## src/rtl/transpad_gen.sv

```systemverilog
// transpad_gen: interleaved strided-stream predictor with an inner/outer loop nest,
// mapping matching lookup addresses to sequential scratchpad addresses.
// Optional miss counter output enabled by defining TRANSPAD_GEN_MISS_CNT_EN.
module transpad_gen #(
   parameter int AW = 48,
   parameter int SW = 24,
   parameter int FW = 16,
   parameter int NS = 4,
   localparam int IW = (NS > 1) ? $clog2(NS) : 1
) (
   input  logic          clk,
   input  logic          rstn,
   input  logic [2:0]    cmd,
   input  logic [AW-1:0] data,
   input  logic          rdy,
   output logic          spm,
   output logic [SW-1:0] out,
   output logic          busy,
   output logic          done,
   output logic          err
`ifdef TRANSPAD_GEN_MISS_CNT_EN
   ,output logic [FW-1:0] miss_cnt
`endif
);

   typedef enum logic [1:0] {IDLE, INIT, RUN, DONE} state_t;

   localparam logic [7:0] NS8 = 8'(NS);

   state_t        state, state_nxt;

   logic [AW-1:0] st_addr;
   logic [7:0]    nstr;
   logic [FW-1:0] len, oofs, olen;
   logic [FW-1:0] str [NS];
   logic [FW-1:0] ofs [NS];

   logic [AW-1:0] base;
   logic [AW-1:0] tgt [NS];
   logic [SW-1:0] spad;
   logic [IW-1:0] cur;
   logic [FW-1:0] icnt, ocnt;
   logic [AW-1:0] lst_addr;
   logic [SW-1:0] lst_spad;
   logic          lst_vld;

   logic          cfg_beat, cfg_ok, lookup, is_start, is_stop;
   logic          params_ok, start_ok, err_nxt;
   logic          tgt_hit, lst_hit, cur_last, inner_end, outer_end;
   logic [AW-1:0] base_nxt;
   logic [IW-1:0] k_idx;

   // Beat decode
   assign cfg_beat  = rdy && (cmd <= 3'd3);
   assign lookup    = rdy && (cmd == 3'd6);
   assign is_start  = rdy && (cmd == 3'd7) && (data[7:0] == 8'hA5);
   assign is_stop   = rdy && (cmd == 3'd7) && (data[7:0] == 8'h5A);
   assign cfg_ok    = (state == IDLE) || (state == DONE);
   assign params_ok = (nstr != 8'd0) && (nstr <= NS8) && (len != '0) && (olen != '0);
   assign start_ok  = is_start && cfg_ok && params_ok;
   assign err_nxt   = (cfg_beat && !cfg_ok) || (is_start && !start_ok);
   assign k_idx     = data[2*FW+IW-1:2*FW];

   // Hit detection and loop-end conditions for the current target
   assign tgt_hit   = lookup && (state == RUN) && (data == tgt[cur]);
   assign lst_hit   = lookup && lst_vld && (data == lst_addr);
   assign cur_last  = (8'(cur) == (nstr - 8'd1));
   assign inner_end = tgt_hit && cur_last && ((icnt + FW'(1)) == len);
   assign outer_end = inner_end && ((ocnt + FW'(1)) == olen);
   assign base_nxt  = base + AW'(oofs);

   assign busy = (state == INIT) || (state == RUN);
   assign done = (state == DONE);

   // NOTE: every variable written here gets a default first, so no path can infer a latch.
   always_comb begin
      spm = 1'b0;
      out = '0;
      if (tgt_hit) begin
         spm = 1'b1;
         out = spad;
      end else if (lst_hit) begin
         spm = 1'b1;
         out = lst_spad;
      end
   end

   always_comb begin
      state_nxt = state;
      case (state)
         IDLE, DONE: if (start_ok) state_nxt = INIT;
         INIT:       state_nxt = RUN;
         RUN:        if (outer_end) state_nxt = DONE;
         default:    state_nxt = IDLE;
      endcase
      if (is_stop) state_nxt = IDLE;
   end

   // NOTE: sequential state uses non-blocking assignments so every register updates from pre-edge values.
   always_ff @(posedge clk) begin
      if (!rstn) state <= IDLE;
      else       state <= state_nxt;
   end

   always_ff @(posedge clk) begin
      if (!rstn) begin
         st_addr  <= '0;
         nstr     <= '0;
         len      <= '0;
         oofs     <= '0;
         olen     <= '0;
         base     <= '0;
         spad     <= '0;
         cur      <= '0;
         icnt     <= '0;
         ocnt     <= '0;
         lst_addr <= '0;
         lst_spad <= '0;
         lst_vld  <= 1'b0;
         err      <= 1'b0;
         // NOTE: the per-stream arrays are reset explicitly; they are small register files, not RAM.
         for (int k = 0; k < NS; k++) begin
            str[k] <= '0;
            ofs[k] <= '0;
            tgt[k] <= '0;
         end
      end else begin
         err <= err_nxt;

         if (cfg_beat && cfg_ok) begin
            case (cmd)
               3'd0: st_addr <= data;
               3'd1: begin
                  nstr <= data[FW+7:FW];
                  len  <= data[FW-1:0];
               end
               3'd2: begin
                  oofs <= data[2*FW-1:FW];
                  olen <= data[FW-1:0];
               end
               default: begin
                  // Indices at or above NS match no entry and are dropped
                  for (int k = 0; k < NS; k++) begin
                     if (k_idx == IW'(k)) begin
                        str[k] <= data[2*FW-1:FW];
                        ofs[k] <= data[FW-1:0];
                     end
                  end
               end
            endcase
         end

         if (start_ok) begin
            base    <= st_addr;
            spad    <= '0;
            cur     <= '0;
            icnt    <= '0;
            ocnt    <= '0;
            lst_vld <= 1'b0;
         end

         if (is_stop) lst_vld <= 1'b0;

         if (state == INIT) begin
            for (int k = 0; k < NS; k++) tgt[k] <= base + AW'(ofs[k]);
         end

         if (tgt_hit) begin
            lst_addr <= tgt[cur];
            lst_spad <= spad;
            lst_vld  <= 1'b1;
            tgt[cur] <= tgt[cur] + AW'(str[cur]);
            spad     <= spad + SW'(1);
            if (cur_last) begin
               cur  <= '0;
               icnt <= icnt + FW'(1);
            end else begin
               cur  <= cur + IW'(1);
            end
            // Outer step: later reload assignments override the stride advance above
            if (inner_end) begin
               icnt <= '0;
               ocnt <= ocnt + FW'(1);
               base <= base_nxt;
               if (!outer_end) begin
                  for (int k = 0; k < NS; k++) tgt[k] <= base_nxt + AW'(ofs[k]);
               end
            end
         end
      end
   end

`ifdef TRANSPAD_GEN_MISS_CNT_EN
   always_ff @(posedge clk) begin
      if (!rstn)
         miss_cnt <= '0;
      else if (start_ok)
         miss_cnt <= '0;
      else if (lookup && (state == RUN) && !spm && (miss_cnt != '1))
         miss_cnt <= miss_cnt + FW'(1);
   end
`endif

endmodule

```

## config.mk

```make
export PLATFORM = sky130hd
export DESIGN_NAME = transpad_gen
export DESIGN_NICKNAME = d
export VERILOG_FILES = /design/src/rtl/transpad_gen.sv
export SDC_FILE = /design/constraint.sdc
export NUM_CORES = 2
export LEC_CHECK = 0
export CAP_MARGIN = 20
export CORE_UTILIZATION = 50
export CTS_CLUSTER_SIZE = 16
export DETAILED_ROUTE_END_ITERATION = 8
export PLACE_DENSITY = 0.66
export SKIP_CTS_REPAIR_TIMING = 1
export SLEW_MARGIN = 5
export SYNTH_ARGS = -nofsm -noshare
export SYNTH_HDL_FRONTEND = slang
export SYNTH_SLANG_ARGS = --single-unit
export TNS_END_PERCENT = 30
```

## constraint.sdc

```tcl
create_clock -name clk -period 8.24 [get_ports clk]
set_input_delay 1.648 -clock clk [delete_from_list [all_inputs] [get_ports clk]]
set_output_delay 1.648 -clock clk [all_outputs]
set_load 0.1 [all_outputs]
```

### Word-level counts from Yosys, hierarchy flattened

Memories as Yosys holds them, arrays and structs flattened. A register that Yosys moved wholly into a read port is not among the register bits.
Index checks and enable logic that the tools add are counted.

| operators by class | value |
|---|---|
| bitwise operators | 29 |
| add/subtract/negate cells | 15 |
| muxes and demuxes | 80 |
| eq/ne operators | 23 |
| reductions and logical operators | 41 |
| $lt $le $gt $ge | 2 |

Operators with widths:

| operator | number |
|---|---|
| 2-to-1 mux 48 bit | 12 |
| adder 48 x 16 -> 48 bit | 10 |
| 2-to-1 mux 16 bit | 15 |
| == test 48 bit | 2 |
| 2-to-1 mux 24 bit | 4 |
| OR reduction 48 bit | 1 |
| 2-to-1 mux 1 bit | 38 |
| adder 16 x 1 -> 16 bit, second input constant | 2 |
| == test 16 bit | 2 |
| nonzero test 16 bit | 2 |
| adder 24 x 1 -> 24 bit, second input constant | 1 |
| logical AND 1 bit | 20 |
| 2-to-1 mux 2 bit | 10 |
| == test 2 bit, second input constant | 8 |
| bitwise OR 1 bit | 16 |
| AND 1 bit | 8 |
| == test 2 x 8 -> 1 bit | 1 |
| == test 8 x 7 -> 1 bit, second input constant | 1 |
| == test 8 bit, second input constant | 1 |
| less-or-equal comparator 8 x 3 -> 1 bit, second input constant | 1 |
| AND reduction 2 bit | 4 |
| nonzero test 8 bit | 1 |
| subtractor 8 x 1 -> 8 bit, second input constant | 1 |
| == test 3 bit, second input constant | 2 |
| other kinds (16) | 27 |

| storage, ports and cells | value |
|---|---|
| bits of input ports | 54 |
| memories kept | 3 |
| RAM bits | 320 |
| flip-flop bits (word level) | 286 |

Memories:

| name | words | width | read ports | clocked after Yosys merged registers in | wr ports | line | text |
|---|---|---|---|---|---|---|---|
| tgt | 4 | 48 | 1 | 1 | 4 | 39 | `logic [AW-1:0] tgt [NS];` |
| ofs | 4 | 16 | 4 | 0 | 4 | 36 | `logic [FW-1:0] ofs [NS];` |
| str | 4 | 16 | 1 | 1 | 4 | 35 | `logic [FW-1:0] str [NS];` |

### Longest topological paths before layout

| depth | value |
|---|---|
| depth after elaboration | 20 |
| gate-level depth with buffers | 33 |
| mapped depth without buffers | 24 |

### Worst setup path after synthesis

OpenSTA, ideal clock, no wires.

| timing path | value |
|---|---|
| kind | input -> register |
| start | in data[13] |
| end | mem tgt[1][38], data pin |
| setup time | 256 ps |
| arrival | 7320 ps |
| stages | 28 |
| path slack | 664 ps |
| required time | 7984 ps |
| path buffers | 7 |
| cell sequence | clkbuf_1 xnor2_1 nand3_1 or4b_1 or4_1 or4_1 buf_2 or3_1 buf_2 clkbuf_1 clkbuf_1 nand2_1 nand2_1 ha_1 a21oi_1 a21boi_0 o21ai_0 nand2b_1 a31oi_1 o21ai_0 a21oi_1 a21boi_1 and4_1 clkbuf_1 buf_2 nand4_1 xnor2_1 a22o_1 |

RTL lines:

| item | line | text |
|---|---|---|
| start, declared | 14 | `input logic [AW-1:0] data,` |
| end, declared | 39 |  |

==> impl_metrics.ini <==
[floorplanning]
die_w_um = 294
num_rows = 106
die_y_um = 294
ioPinCount = 82
initial_core_util_pct = 50.8
core-area_um2 = 84100
die-area_um2 = 86500

[power]
power.total_mw = 8.37
power_leakage_nw = 18.0
ir_drop_mv = 0.183
power_density_nw_per_um2 = 171

[min_path]
worstHoldPathType = reg -> reg
min_from = nstr[6]

[synth]
synth_edf_count = 320
yosys_warnings = 0
yosysMostFrequentCell = nand2_1
synthDistinctLibCells = 90
ys_ff_latch = 608
synth_seq_area_share_pct = 36.0
synth_ff_type = edfxtp_1
syn-num-nets = 5182
yosysTopAreaCell = edfxtp_1
synth_area_um2 = 42700
synth_top_area_share_pct = 22.5
synthArstFlopShare_pct = 0
synth_commonest_cells = nand2_1 (609), nor2_1 (465), a21oi_1 (400), xnor2_1 (335), edfxtp_1 (320)
syn_area_per_cell_um2 = 8.60
synth_cells = 4960
synth_top_cells_by_area = edfxtp_1 (23%), dfxtp_1 (14%), xnor2_1 (6.9%)

[route]
drt_first_pass_iters = 7
routed_via_density = 6.59
antenna_left = 0
drt_iter0_markers = 5546
wirelength_um = 197000
drt_drc_violations_left = 0
wire_per_inst_um = 31.2
via_count = 41600

[job]
max-cap-violations = 0

[setup_path]
path_max_fanout = 14
crit_path_frequent_cell = nand2_1
critPathMaxStageDelay_ns = 0.75
start_kind = input pin
crit_start = data[25]
cp.arrival_ns = 8.18
crit_required_ns = 8.66
cp_cell_sequence = clkdlybuf4s50_1, xnor2_1, nand2_1, or4b_1, or4_1, or4_2, or3_2, buf_4, nand2_1, nand2_1, ha_1, nand3_1, a21boi_0, o21ai_0, nand2b_1, a31oi_1, o21ai_0, a21oi_1, a21boi_1, and4_1, buf_12, nand3_1, xor2_1, a22o_1
cp_slowest_cell = or4_2
rrSetupSlack_ns = 0.49
worstSetupPathType = in -> reg
end_kind = register

[clock_tree]
htreeDepth = 3
clk_latency_ns = 0.68
clock-root-buffer = clkbuf_16
clkSinkCount = 608
cts.clk_slew.worst_paths_ns = 0.06
clock_path_buffers = 3
cts_tree = yes
cts_made_buffers = 72

[cells_and_area]
nNetsFinal = 5330
drive_gt1_share_pct = 11.5
fin_cells = 6310
fill_cells = 7711
area.growth.synth_to_final_pct = 14.8

[global_routing]
grt_pass1_wl_um = 276000
grt_pass1_vias = 38300
grt_max_degree = 101
overflow = 0
antenna_found_initial = 17
track_usage_pct = 44.7

[timing]
period_share_pct = 94.1
fin_worst_skew_ns = 0.0518
finalMaxSlewViolations = 0
maxSlewHeadroom_pct = 20.7
period_minus_slack_ns = 7.76
max_freq_mhz = 129
tightest_slew_ns = 1.18
grt_setup_unrepaired = no
setup_viol = 0
finalHoldViolCount = 0

[place]
dp_cells = 6168
port_buffers = 81
dpl.hpwl_um = 148000
place.gp.congestion = 1.08

[status]
status = finished, final reports clean
-- critical path, delay by kind of cell --
kind,cells,cell delay (ns)
adder cells (fa/ha/maj),1,0.28
XOR/XNOR,2,0.37
AO/OA/AOI/OAI,7,1.50
buffers and inverters,3,0.98
AND/OR/NAND/NOR,11,3.38
-- state kept, by name, summed over array words and instances, names as in the netlist, 24 cells and up, named ones only --
name      count
lst_spad     24
spad         24
base         48
ofs          64
str          64
tgt         192
st_addr      48
lst_addr     48
-- cells in the final DEF, fill, tap and decap left out, drive strengths merged, types with 18 or more instances in the layout --
cell type / instances
clkinv: 23
inv: 73
and3: 66
dfxtp: 288
mux2i: 123
a22oi: 22
clkbuf: 93
nand3b: 25
ha: 159
a31oi: 18
xor2: 190
edfxtp: 320
a211oi: 69
and2: 146
nand2: 609
nand3: 177
nor3: 160
nand2b: 31
xnor2: 336
nand4: 92
a21oi: 400
nor2: 466
buf: 344
o21a: 26
clkdlybuf4s50: 55
mux4: 59
o211ai: 24
a21o: 58
a22o: 31
nor4: 58
nor2b: 30
o22ai: 76
or4: 19
o21ai: 206
or3: 48
-- logic make-up (layout without fill, tap and decap cells) --
kind of cell,after synthesis,after routing,synth area share (%)
adders and majority gates,168,168,5.08
xor gates and xnor gates,527,527,10.9
AOI/OAI and AO/OA,1080,1080,15.7
and+or+nand+nor,1993,1993,22.5
other,0,10,0
muxes,192,192,6.26
DFF,608,608,36.0
buffers and inverters,392,598,3.60
-- metal layers --
layer,track usage (%),vias up,routed length [um]
li1,-,18300,-
met1,60.2,20100,79100
met2,62.3,2719,78500
met3,16.3,503,28200
met4,21.8,8,10700
met5,1.70,-,246
-- area by class of cell --
class                           instances  area [um^2]  area share, %
Tap cell                             1134         1420           2.90
Antenna cell                           10         25.0         0.0511
Multi-Input combinational cell       3960        25900           52.9
Clock buffer                           93         1940           3.96
Sequential cell                       608        15400           31.4
Clock inverter                         39          387          0.789
Timing Repair Buffer                  399         3660           7.46
Inverter                               67          259          0.529
-- metrics by stage --
step	cell area [um^2]	utilization [%]	hold slack (ns)	worst slack, ns	setup TNS (ns)
2_1_floorplan	42700	-	0.431	0.664	0
6_report	49000	58.3	0.450	0.482	0
4_1_cts	49000	58.2	0.452	0.639	0
3_3_place_gp	46600	55.5	0.439	-0.0297	-0.0337
3_5_place_dp	46700	55.5	0.446	-0.0695	-0.133
5_1_grt	49000	58.3	0.469	0.206	0
-- power breakdown --
group          leakage [nW]  internal (mW)  switching (mW)
Combinational          11.2          0.457            1.08
Sequential             5.67           3.49           0.112
Clock                  1.11           1.77            1.47
Total                  18.0           5.71            2.65
-- final timing paths --
| path | end | cells past startpoint |
|---|---|---|
| setup reg to reg | tgt[1][34] | 24 |
| hold reg to reg | nstr[6] | 2 |
| setup / recovery | tgt[1][34] | 24 |
| hold / removal | nstr[6] | 2 |
Note: power is estimated with default switching activity, not from simulation.
